--- src/rtl/svo_tpgen_pkg.sv ---
// Shared definitions for the SVO test-pattern generator: pattern modes,
// colour-bar palette, ramp step and the xorshift32 update.
package svo_tpgen_pkg;

   typedef enum logic [2:0] {
      TP_SOLID   = 3'd0,
      TP_BARS    = 3'd1,
      TP_CHECKER = 3'd2,
      TP_RAMP    = 3'd3,
      TP_NOISE   = 3'd4
   } tp_mode_e;

   // Colour bars in {b,g,r}: white, yellow, cyan, green, magenta, red, blue, black
   localparam logic [23:0] BAR_COLOR [8] = '{
      24'hFFFFFF, 24'h00FFFF, 24'hFFFF00, 24'h00FF00,
      24'hFF00FF, 24'h0000FF, 24'hFF0000, 24'h000000
   };

   localparam int unsigned RAMP_STEP = 256;

   function automatic logic [31:0] xorshift32(input logic [31:0] x);
      logic [31:0] v;
      v = x ^ (x << 13);
      v = v ^ (v >> 17);
      v = v ^ (v << 5);
      return v;
   endfunction

endpackage

--- src/rtl/svo_tpgen_if.sv ---
// AXI-stream video pixel bus between the pattern generator and its sink.
interface svo_tpgen_if #(
   parameter int BPP = 24
) ();
   logic           tvalid;
   logic           tready;
   logic [BPP-1:0] tdata;
   logic           tuser;

   modport master (output tvalid, output tdata, output tuser, input tready);
   modport slave  (input tvalid, input tdata, input tuser, output tready);
endinterface

--- src/rtl/svo_xorshift32.sv ---
// xorshift32 noise source with seed load and step enable.
// next_state is the value the register takes on the coming step.
module svo_xorshift32
   import svo_tpgen_pkg::*;
#(
   parameter logic [31:0] RESET_SEED = 32'h075BCD15
) (
   input  logic        clk,
   input  logic        resetn,
   input  logic        load,
   input  logic        step,
   input  logic [31:0] seed,
   output logic [31:0] state,
   output logic [31:0] next_state
);

   always_comb begin
      next_state = xorshift32(load ? seed : state);
   end

   always_ff @(posedge clk or negedge resetn) begin
      if (!resetn) begin
         state <= RESET_SEED;
      end else if (step) begin
         state <= next_state;
      end else if (load) begin
         state <= seed;
      end
   end

endmodule

--- src/rtl/svo_tpgen.sv ---
// Multi-mode video test-pattern generator on an AXI-stream output.
// Mode, colour and border are latched at the (0,0) pixel so changes are frame-atomic.
module svo_tpgen
   import svo_tpgen_pkg::*;
#(
   parameter int          SVO_HOR_PIXELS     = 640,
   parameter int          SVO_VER_PIXELS     = 480,
   parameter int          SVO_BITS_PER_RED   = 8,
   parameter int          SVO_BITS_PER_GREEN = 8,
   parameter int          SVO_BITS_PER_BLUE  = 8,
   parameter int          CELL_LOG2          = 5,
   parameter int          XY_BITS            = 12,
   parameter logic [31:0] NOISE_SEED         = 32'h075BCD15
) (
   input  logic               clk,
   input  logic               resetn,
   input  logic [2:0]         mode,
   input  logic [23:0]        fg_color,
   input  logic               border_en,
   svo_tpgen_if.master        out_axis,
   output logic [15:0]        frame_cnt
);

   localparam int BPP = SVO_BITS_PER_RED + SVO_BITS_PER_GREEN + SVO_BITS_PER_BLUE;
   localparam logic [XY_BITS-1:0] H_LAST = XY_BITS'(SVO_HOR_PIXELS - 1);
   localparam logic [XY_BITS-1:0] V_LAST = XY_BITS'(SVO_VER_PIXELS - 1);
   localparam logic [XY_BITS-1:0] BAR_W  = XY_BITS'(SVO_HOR_PIXELS / 8);
   localparam logic [XY_BITS:0]   HOR_A  = (XY_BITS+1)'(SVO_HOR_PIXELS);
   localparam logic [XY_BITS:0]   STEP_A = (XY_BITS+1)'(RAMP_STEP);

   logic [XY_BITS-1:0] hcursor, vcursor, bar_cnt;
   logic [2:0]         bar_idx;
   logic [XY_BITS:0]   acc, acc_sum;
   logic [7:0]         level;
   logic [2:0]         mode_q, mode_e;
   logic [23:0]        fgc_q, fgc_e, pix24;
   logic               bord_q, bord_e;
   logic               adv, at_origin, h_last, v_last, on_edge;
   logic [31:0]        lfsr_state, lfsr_next;
   logic               lfsr_unused;

   function automatic logic [BPP-1:0] pack(input logic [23:0] c);
      return {c[23 -: SVO_BITS_PER_BLUE], c[15 -: SVO_BITS_PER_GREEN], c[7 -: SVO_BITS_PER_RED]};
   endfunction

   assign adv         = !out_axis.tvalid || out_axis.tready;
   assign h_last      = (hcursor == H_LAST);
   assign v_last      = (vcursor == V_LAST);
   assign at_origin   = (hcursor == '0) && (vcursor == '0);
   assign on_edge     = (hcursor == '0) || h_last || (vcursor == '0) || v_last;
   assign acc_sum     = acc + STEP_A;
   assign lfsr_unused = ^{lfsr_state, lfsr_next[31:24]};

   svo_xorshift32 #(
      .RESET_SEED (NOISE_SEED)
   ) u_noise (
      .clk        (clk),
      .resetn     (resetn),
      .load       (adv && at_origin),
      .step       (adv),
      .seed       (NOISE_SEED ^ {16'b0, frame_cnt}),
      .state      (lfsr_state),
      .next_state (lfsr_next)
   );

   // The origin pixel already uses the freshly sampled frame settings.
   always_comb begin
      mode_e = at_origin ? mode      : mode_q;
      fgc_e  = at_origin ? fg_color  : fgc_q;
      bord_e = at_origin ? border_en : bord_q;
      case (mode_e)
         TP_BARS:    pix24 = BAR_COLOR[bar_idx];
         TP_CHECKER: pix24 = (hcursor[CELL_LOG2] ^ vcursor[CELL_LOG2]) ? fgc_e : '0;
         TP_RAMP:    pix24 = {level, level, level};
         TP_NOISE:   pix24 = lfsr_next[23:0];
         default:    pix24 = fgc_e;
      endcase
      if (bord_e && on_edge) begin
         pix24 = '1;
      end
   end

   always_ff @(posedge clk or negedge resetn) begin
      if (!resetn) begin
         out_axis.tvalid <= 1'b0;
         out_axis.tdata  <= '0;
         out_axis.tuser  <= 1'b0;
         frame_cnt       <= '0;
         hcursor         <= '0;
         vcursor         <= '0;
         mode_q          <= '0;
         fgc_q           <= '0;
         bord_q          <= 1'b0;
         acc             <= '0;
         level           <= '0;
         bar_idx         <= '0;
         bar_cnt         <= '0;
      end else if (adv) begin
         out_axis.tvalid <= 1'b1;
         out_axis.tdata  <= pack(pix24);
         out_axis.tuser  <= at_origin;
         if (at_origin) begin
            mode_q <= mode;
            fgc_q  <= fg_color;
            bord_q <= border_en;
         end
         if (h_last) begin
            hcursor <= '0;
            acc     <= '0;
            level   <= '0;
            bar_idx <= '0;
            bar_cnt <= '0;
            if (v_last) begin
               vcursor   <= '0;
               frame_cnt <= frame_cnt + 16'd1;
            end else begin
               vcursor <= vcursor + XY_BITS'(1);
            end
         end else begin
            hcursor <= hcursor + XY_BITS'(1);
            // HOR >= 256 keeps acc+256 below 2*HOR, so one subtraction suffices.
            if (acc_sum >= HOR_A) begin
               acc   <= acc_sum - HOR_A;
               level <= level + 8'd1;
            end else begin
               acc <= acc_sum;
            end
            if (bar_cnt == BAR_W - XY_BITS'(1) && bar_idx != 3'd7) begin
               bar_cnt <= '0;
               bar_idx <= bar_idx + 3'd1;
            end else begin
               bar_cnt <= bar_cnt + XY_BITS'(1);
            end
         end
      end
   end

endmodule

--- src/flat_wrapper.sv ---
// flat-port wrapper written by rule: the top's interface ports become plain ports
module svo_tpgen_flat import svo_tpgen_pkg::*;
#(
   parameter int          SVO_HOR_PIXELS     = 640,
   parameter int          SVO_VER_PIXELS     = 480,
   parameter int          SVO_BITS_PER_RED   = 8,
   parameter int          SVO_BITS_PER_GREEN = 8,
   parameter int          SVO_BITS_PER_BLUE  = 8,
   parameter int          CELL_LOG2          = 5,
   parameter int          XY_BITS            = 12,
   parameter logic [31:0] NOISE_SEED         = 32'h075BCD15
)
  (clk, resetn, mode, fg_color, border_en, frame_cnt, out_axis_tvalid, out_axis_tdata, out_axis_tuser, out_axis_tready);
  svo_tpgen_if #(.BPP(24)) out_axis_i ();
  input  logic clk;
  input  logic resetn;
  input  logic [2:0] mode;
  input  logic [23:0] fg_color;
  input  logic border_en;
  output logic [15:0] frame_cnt;
  output wire logic [$bits(out_axis_i.tvalid)-1:0] out_axis_tvalid;
  output wire logic [$bits(out_axis_i.tdata)-1:0] out_axis_tdata;
  output wire logic [$bits(out_axis_i.tuser)-1:0] out_axis_tuser;
  input wire logic [$bits(out_axis_i.tready)-1:0] out_axis_tready;
  assign out_axis_tvalid = out_axis_i.tvalid;
  assign out_axis_tdata = out_axis_i.tdata;
  assign out_axis_tuser = out_axis_i.tuser;
  assign out_axis_i.tready = out_axis_tready;
  svo_tpgen #(.SVO_HOR_PIXELS(SVO_HOR_PIXELS), .SVO_VER_PIXELS(SVO_VER_PIXELS), .SVO_BITS_PER_RED(SVO_BITS_PER_RED), .SVO_BITS_PER_GREEN(SVO_BITS_PER_GREEN), .SVO_BITS_PER_BLUE(SVO_BITS_PER_BLUE), .CELL_LOG2(CELL_LOG2), .XY_BITS(XY_BITS), .NOISE_SEED(NOISE_SEED)) u_core (.clk(clk), .resetn(resetn), .mode(mode), .fg_color(fg_color), .border_en(border_en), .out_axis(out_axis_i), .frame_cnt(frame_cnt));
endmodule
--- config.mk ---
export PLATFORM = sky130hd
export DESIGN_NAME = svo_tpgen_flat
export DESIGN_NICKNAME = d
export VERILOG_FILES = /design/src/rtl/svo_tpgen_pkg.sv /design/src/rtl/svo_tpgen_if.sv /design/src/rtl/svo_xorshift32.sv /design/src/rtl/svo_tpgen.sv /design/src/flat_wrapper.sv
export SDC_FILE = /design/constraint.sdc
export NUM_CORES = 1
export LEC_CHECK = 0
export BUFFER_PORTS_ARGS = -buffer_cell sky130_fd_sc_hd__buf_2
export CELL_PAD_IN_SITES_DETAIL_PLACEMENT = 1
export CELL_PAD_IN_SITES_GLOBAL_PLACEMENT = 1
export CORE_MARGIN = 2
export CORE_UTILIZATION = 40
export CTS_BUF_LIST = sky130_fd_sc_hd__clkbuf_16
export DETAILED_ROUTE_END_ITERATION = 16
export PLACE_DENSITY_LB_ADDON = 0.2
export SLEW_MARGIN = 10
export SYNTH_ARGS = -nofsm -noshare
export SYNTH_HDL_FRONTEND = slang
export SYNTH_SLANG_ARGS = --single-unit
--- constraint.sdc ---
create_clock -name clk -period 4.45 [get_ports clk]
set_input_delay 0.6675 -clock clk [delete_from_list [all_inputs] [get_ports clk]]
set_output_delay 0.6675 -clock clk [all_outputs]
set_load 0.005 [all_outputs]
==> flow_metrics.env, run 1 <==
export IMPL_whs_ps=322
export IMPL_drc=0
export IMPL_antennaDiodeCount=0
export IMPL_rsz0062_at_grt="no"
export IMPL_start_util_pct=40.5
export IMPL_post_place_ws_ps=1330
export IMPL_clk_latency_ps=440
export IMPL_postCtsSetupRepairBufs=0
export IMPL_viasPerCell=5.41
export IMPL_std_cell_rows=54
export IMPL_status="finished, final reports clean"
export IMPL_crit_type="reg2reg"
export IMPL_yosys_top_cells_area="dfrtp_1, xnor2_1, nand2_1, xor2_1, dfstp_2"
export IMPL_clockBufferDepth=2
export IMPL_tns_ps=0
export IMPL_drv_slew=0
export IMPL_slew_limit_headroom_pct=22.1
export IMPL_fin_ws_ps=1330
export IMPL_final_net_count=1025
export IMPL_crit_required_ps=4760
export IMPL_startpoint_type="register"
export IMPL_ys_flop_type="dfrtp_1"
export IMPL_powerDensity_nw_per_um2=719
export IMPL_clock_sinks=155
export IMPL_yosys_area_top_type="dfrtp_1"
export IMPL_gp_congestion=0.790
export IMPL_drt_iter0_drc=344
export IMPL_drive_gt1_share_pct=16.0
export IMPL_netlist_area_um2=8810
export IMPL_pin_count=73
export IMPL_leakagePower_nw=4.54
export IMPL_grt_pass1_vias=7298
export IMPL_ys_seq_elements=155
export IMPL_ff2ff_path_depth=9
export IMPL_gr_total_overflow=0
export IMPL_num_vias=6895
export IMPL_drv_cap=0
export IMPL_yosysSeqAreaShare_pct=44.2
export IMPL_die_height_um=152
export IMPL_path_clk_slew_ps=70
export IMPL_cts_htree_levels=4
export IMPL_dieWidth_um=152
export IMPL_port_buffers=72
export IMPL_ys_warn_count=0
export IMPL_grtUsageTotal_pct=21.7
export IMPL_core_um2=21800
export IMPL_fin_cells=1274
export IMPL_dp_hpwl_um=17300
export IMPL_hold_viol=0
export IMPL_cts_root_buf="clkbuf_16"
export IMPL_async_reset_ff_share_pct=100
export IMPL_synth_edf_count=0
export IMPL_end_kind="register"
export IMPL_path_max_fanout=24
export IMPL_layout_min_cycle_time_ps=3120
export IMPL_dp_cells=1242
export IMPL_synth_nets=987
export IMPL_synth_common_cells="nand2_1, dfrtp_1, xnor2_1"
export IMPL_max_freq_ghz=0.320
export IMPL_final_cell_area_um2=9930
export IMPL_grt_first_pass_wirelength_um=40300
export IMPL_dpl_cell_area_um2=9350
export IMPL_cts_tree="done"
export IMPL_hp_class="in2async"
export IMPL_skew_ps=15.1
export IMPL_syn_area_per_cell_um2=9.35
export IMPL_n_fill_cell=2498
export IMPL_setup_viol=0
export IMPL_ir_drop_mv=0.339
export IMPL_ctsHoldBuffers=0
export IMPL_grt_max_degree=90
export IMPL_antenna_found_initial=0
export IMPL_dieArea_um2=23200
export IMPL_firstDrtPassIters=5
export IMPL_routed_wl_um=24400
export IMPL_tightest_slew_ps=1170
export IMPL_synth_top_area_share_pct=39.5
export IMPL_worstPathArrival_ps=3430
export IMPL_finalCritPeriodShare_pct=70.2
export IMPL_antenna_left=0
export IMPL_cts_resized=0
export IMPL_syn_inst=943
export IMPL_routedWlPerCell_um=19.1
export IMPL_syn2layout_area_growth_pct=12.6
export IMPL_synth_cell_types=58
export IMPL_numCtsBuffers=17
export IMPL_synth_most_common_cell="nand2_1"
[report_power, final]
part	internal [W]	switching (W)	total, W
Clock	0.000793	0.000675	0.00147
Sequential	0.00187	0.000428	0.00230
Combinational	0.00141	0.00197	0.00338
Total	0.00407	0.00307	0.00714
[sequential cells by signal, summed over array words and instances, names as in the netlist, 3 cells and up]
name / flops
u_core.acc: 6
u_core.bar_idx: 3
u_core.fgc_q: 24
u_core.out_axis.tdata: 24
u_core.u_noise.state: 32
u_core.vcursor: 12
u_core.hcursor: 12
u_core.mode_q: 3
u_core.level: 8
u_core.bar_cnt: 12
u_core.frame_cnt: 16
[critical path: stages (launching register included)]
cell	delay (ps)
dfrtp_1	420
inv_1	80
ha_1	140
nor4b_2	280
nand3_2	180
nor2_4	430
nor2_1	110
a21oi_2	850
nor2_1	160
o32a_1	330
[cell type report]
| type | count | area [um2] | share of cell area [%] |
|---|---|---|---|
| clock inverters | 15 | 154 | 1.55 |
| multi-input cells | 705 | 4560 | 46.0 |
| flip-flops and latches | 155 | 3900 | 39.3 |
| well taps | 280 | 350 | 3.53 |
| repair buffers | 83 | 462 | 4.65 |
| inverters | 19 | 71.3 | 0.719 |
| clock buffers | 17 | 425 | 4.29 |
[per-stage QoR]
| step | power, W | util (%) |
|---|---|---|
| 6_report | 0.00714 | 45.6 |
| 5_1_grt | 0.00767 | 45.6 |
| 4_1_cts | 0.00716 | 45.6 |
| 3_5_place_dp | 0.00563 | 43.0 |
| 3_3_place_gp | 0.00554 | 43.0 |
| 2_1_floorplan | 0.00464 | - |
[layout by cell type, fill, tap and decap left out, types with 4 or more instances in the layout]
cell | Yosys | layout
a21oi_1 | 45 | 44
nor3b_1 | 4 | 4
ha_1 | 13 | 13
nand4_1 | 18 | 18
and4_1 | 6 | 6
buf_2 | 13 | 71
inv_6 | 0 | 6
dfrtp_1 | 139 | 139
nand2_1 | 158 | 158
xor2_1 | 52 | 52
nand3_1 | 27 | 27
clkbuf_16 | 0 | 17
o22a_1 | 21 | 21
dfstp_2 | 16 | 16
nor3_1 | 18 | 17
o22ai_1 | 6 | 6
xnor2_1 | 97 | 97
mux2i_1 | 34 | 34
nor2_1 | 74 | 74
and3_1 | 5 | 5
inv_1 | 19 | 19
o221ai_1 | 22 | 22
buf_4 | 11 | 10
o21ai_0 | 50 | 50
[cell families (layout without fill, tap and decap cells)]
family / after synthesis / after routing / synth area share, %
adder cells (fa/ha/maj): 13 / 13 / 1.85
XOR/XNOR: 149 / 149 / 14.8
multiplexers: 39 / 39 / 4.60
buffers and inverters: 83 / 134 / 4.19
other: 1 / 1 / 0.0425
flip-flops: 155 / 155 / 44.2
AO/OA/AOI/OAI: 166 / 166 / 12.4
AND/OR/NAND/NOR: 337 / 337 / 17.9
[layer usage]
metal  wire [um]  track usage (%)  share of wire (%)
met5           0                0                  0
met4         346             5.25                1.4
met3         930             4.04                3.8
met2       10800             33.4                 44
met1       12300             31.8                 50
[worst paths after layout]
path,from,slack [ps],endpoint
min,resetn,320,u_core.hcursor[11]$_DFFE_PN0N_
max,u_core.hcursor[0]$_DFFE_PN0N_,1330,u_core.out_axis.tdata[5]$_DFFE_PN0N_
min reg2reg,u_core.fgc_q[5]$_DFFE_PN0N_,470,u_core.fgc_q[5]$_DFFE_PN0N_
max in group asynchronous,resetn,3170,u_core.u_noise.state[4]$_DFF_PN1_
max reg2reg,u_core.hcursor[0]$_DFFE_PN0N_,1330,u_core.out_axis.tdata[5]$_DFFE_PN0N_
min in group clk,fg_color[14],440,u_core.fgc_q[14]$_DFFE_PN0N_
Power figures use the tool's default switching activity.
==> inputs of run 2 (changes only) <==
==> constraint.sdc (replaced) <==
create_clock -name clk -period 2.74 [get_ports clk]
set_input_delay 0.411 -clock clk [delete_from_list [all_inputs] [get_ports clk]]
set_output_delay 0.411 -clock clk [all_outputs]
set_load 0.005 [all_outputs]
==> flow_metrics.env, run 2 (synthesis gave the netlist of run 1 again) <==
export IMPL_status="finished, violations left"
export IMPL_violations="negative hold slack"
export IMPL_reg_top3="u_core.u_noise.state (32), u_core.fgc_q (24), u_core.out_axis.tdata (24)"
export IMPL_dpl_cell_area_um2=9580
export IMPL_slew_limit_headroom_pct=53.8
export IMPL_viasPerCell=5.43
export IMPL_use_met3_pct=3.30
export IMPL_n_fill_cell=2521
export IMPL_antenna_found_initial=0
export IMPL_drc=0
export IMPL_startpoint_type="register"
export IMPL_use_met2_pct=34.5
export IMPL_layout_min_cycle_time_ps=2610
export IMPL_drive_gt1_share_pct=19.0
export IMPL_end_kind="register"
export IMPL_start_util_pct=40.5
export IMPL_largest_register_ffs=32
export IMPL_dieWidth_um=152
export IMPL_dieArea_um2=23200
export IMPL_grt_max_degree=70
export IMPL_cts_tree="done"
export IMPL_clock_sinks=155
export IMPL_port_buffers=72
export IMPL_cp_startpoint="u_core.vcursor[0]$_DFFE_PN0P_"
export IMPL_firstDrtPassIters=5
export IMPL_grt_first_pass_wirelength_um=41500
export IMPL_worstPathArrival_ps=2950
export IMPL_std_cell_rows=54
export IMPL_max_freq_ghz=0.384
export IMPL_skew_ps=17.0
export IMPL_clockBufferDepth=2
export IMPL_tightest_slew_ps=693
export IMPL_final_net_count=1055
export IMPL_setup_viol=0
export IMPL_routedWlPerCell_um=19.4
export IMPL_path_clk_slew_ps=80
export IMPL_top_register="u_core.u_noise.state"
export IMPL_dp_hpwl_um=18300
export IMPL_routed_wl_um=25300
export IMPL_hp_class="in2async"
export IMPL_use_met1_pct=33.3
export IMPL_grt_busiest_layer="met2"
export IMPL_syn2layout_area_growth_pct=16.1
export IMPL_leakagePower_nw=4.71
export IMPL_post_place_ws_ps=73.1
export IMPL_final_cell_area_um2=10200
export IMPL_crit_required_ps=3080
export IMPL_numCtsBuffers=17
export IMPL_p_total_w=0.0119
export IMPL_grtUsageTotal_pct=22.5
export IMPL_pin_count=73
export IMPL_whs_ps=-16.8
export IMPL_crit_type="reg2reg"
export IMPL_mostFrequentLayoutCell="nand2_1"
export IMPL_ir_drop_mv=0.638
export IMPL_regToRegSetupSlack_ps=130
export IMPL_gp_congestion=0.861
export IMPL_gr_total_overflow=0
export IMPL_drt_iter0_drc=422
export IMPL_clk_latency_ps=450
export IMPL_num_vias=7076
export IMPL_mostFrequentLayoutCells="nand2_1, dfrtp_1, xnor2_1"
export IMPL_finalCritPeriodShare_pct=95.1
export IMPL_reg2reg_from="u_core.vcursor[0]$_DFFE_PN0P_"
export IMPL_rsz0062_at_grt="yes"
export IMPL_tns_ps=0
export IMPL_powerDensity_nw_per_um2=1160
export IMPL_antennaDiodeCount=0
export IMPL_cts_root_buf="clkbuf_16"
export IMPL_die_height_um=152
export IMPL_drv_slew=0
export IMPL_drv_cap=0
export IMPL_postCtsSetupRepairBufs=0
export IMPL_core_um2=21800
export IMPL_path_max_fanout=11
export IMPL_cts_htree_levels=4
export IMPL_ff2ff_path_depth=10
export IMPL_r2r_end="u_core.out_axis.tdata[9]$_DFFE_PN0N_"
export IMPL_fin_ws_ps=133
export IMPL_grt_pass1_vias=7366
export IMPL_hold_viol=4
export IMPL_antenna_left=0
-- run 2: cell count changes in the layout (fill, tap and decap cells not counted), sizes merged --
cell / change
buf: +30
bufinv: -1
clkinv: +2
clkinvlp: -1
-- run 2: layer usage --
layer	vias to the layer above	part of all wire [%]
met5	-	0
met4	0	1.4
met3	26	3.9
met2	148	44
met1	3540	50
li1	3362	-
-- run 2: worst max path at each step --
stage                                            to  slack (ps)  cells past startpoint
6_report       u_core.out_axis.tdata[9]$_DFFE_PN0N_         130                     10
5_1_grt        u_core.out_axis.tdata[9]$_DFFE_PN0N_          -8                     10
4_1_cts        u_core.out_axis.tdata[9]$_DFFE_PN0N_          30                     11
3_5_place_dp   u_core.out_axis.tdata[0]$_DFFE_PN0N_          70                     11
3_3_place_gp   u_core.out_axis.tdata[0]$_DFFE_PN0N_         190                     11
2_1_floorplan  u_core.out_axis.tdata[7]$_DFFE_PN0N_         510                     10
-- run 2: power by group --
| group | internal [W] | total (W) | switching [W] |
|---|---|---|---|
| combinational | 0.00257 | 0.00573 | 0.00316 |
| sequential | 0.00303 | 0.00373 | 0.000701 |
| clock | 0.00123 | 0.00241 | 0.00118 |
-- run 2: what timing repair did --
action | CTS | global route
setup endpoints to repair | 0 | 23
hold buffers | 0 | 0
gates resized for setup | 0 | 9
-- run 2: layout make-up --
| type | instances | area, um2 | share of cell area, % |
|---|---|---|---|
| Clock buffer | 17 | 425 | 4.16 |
| Timing Repair Buffer | 113 | 699 | 6.84 |
| Multi-Input combinational cell | 705 | 4610 | 45.1 |
| Sequential cell | 155 | 3900 | 38.1 |
| Clock inverter | 15 | 173 | 1.69 |
| Inverter | 19 | 71.3 | 0.697 |
| Tap cell | 280 | 350 | 3.43 |
-- run 2: worst max-delay path, cell delays in order, from the launching register on --
cell	delay [ps]
dfrtp_1	400
inv_1	100
ha_1	190
nor4b_4	280
nand3_1	220
or2_2	400
o211ai_2	80
o31a_2	250
buf_4	240
o221ai_1	170
o22a_1	190
-- run 2: per-stage QoR --
step / cells / utilization (%)
finish: 1304 / 47.0
detailed placement: 1272 / 44.1
floorplan: 943 / -
CTS: 1304 / 46.8
global route: 1304 / 47.0
global placement: 1272 / 44.1
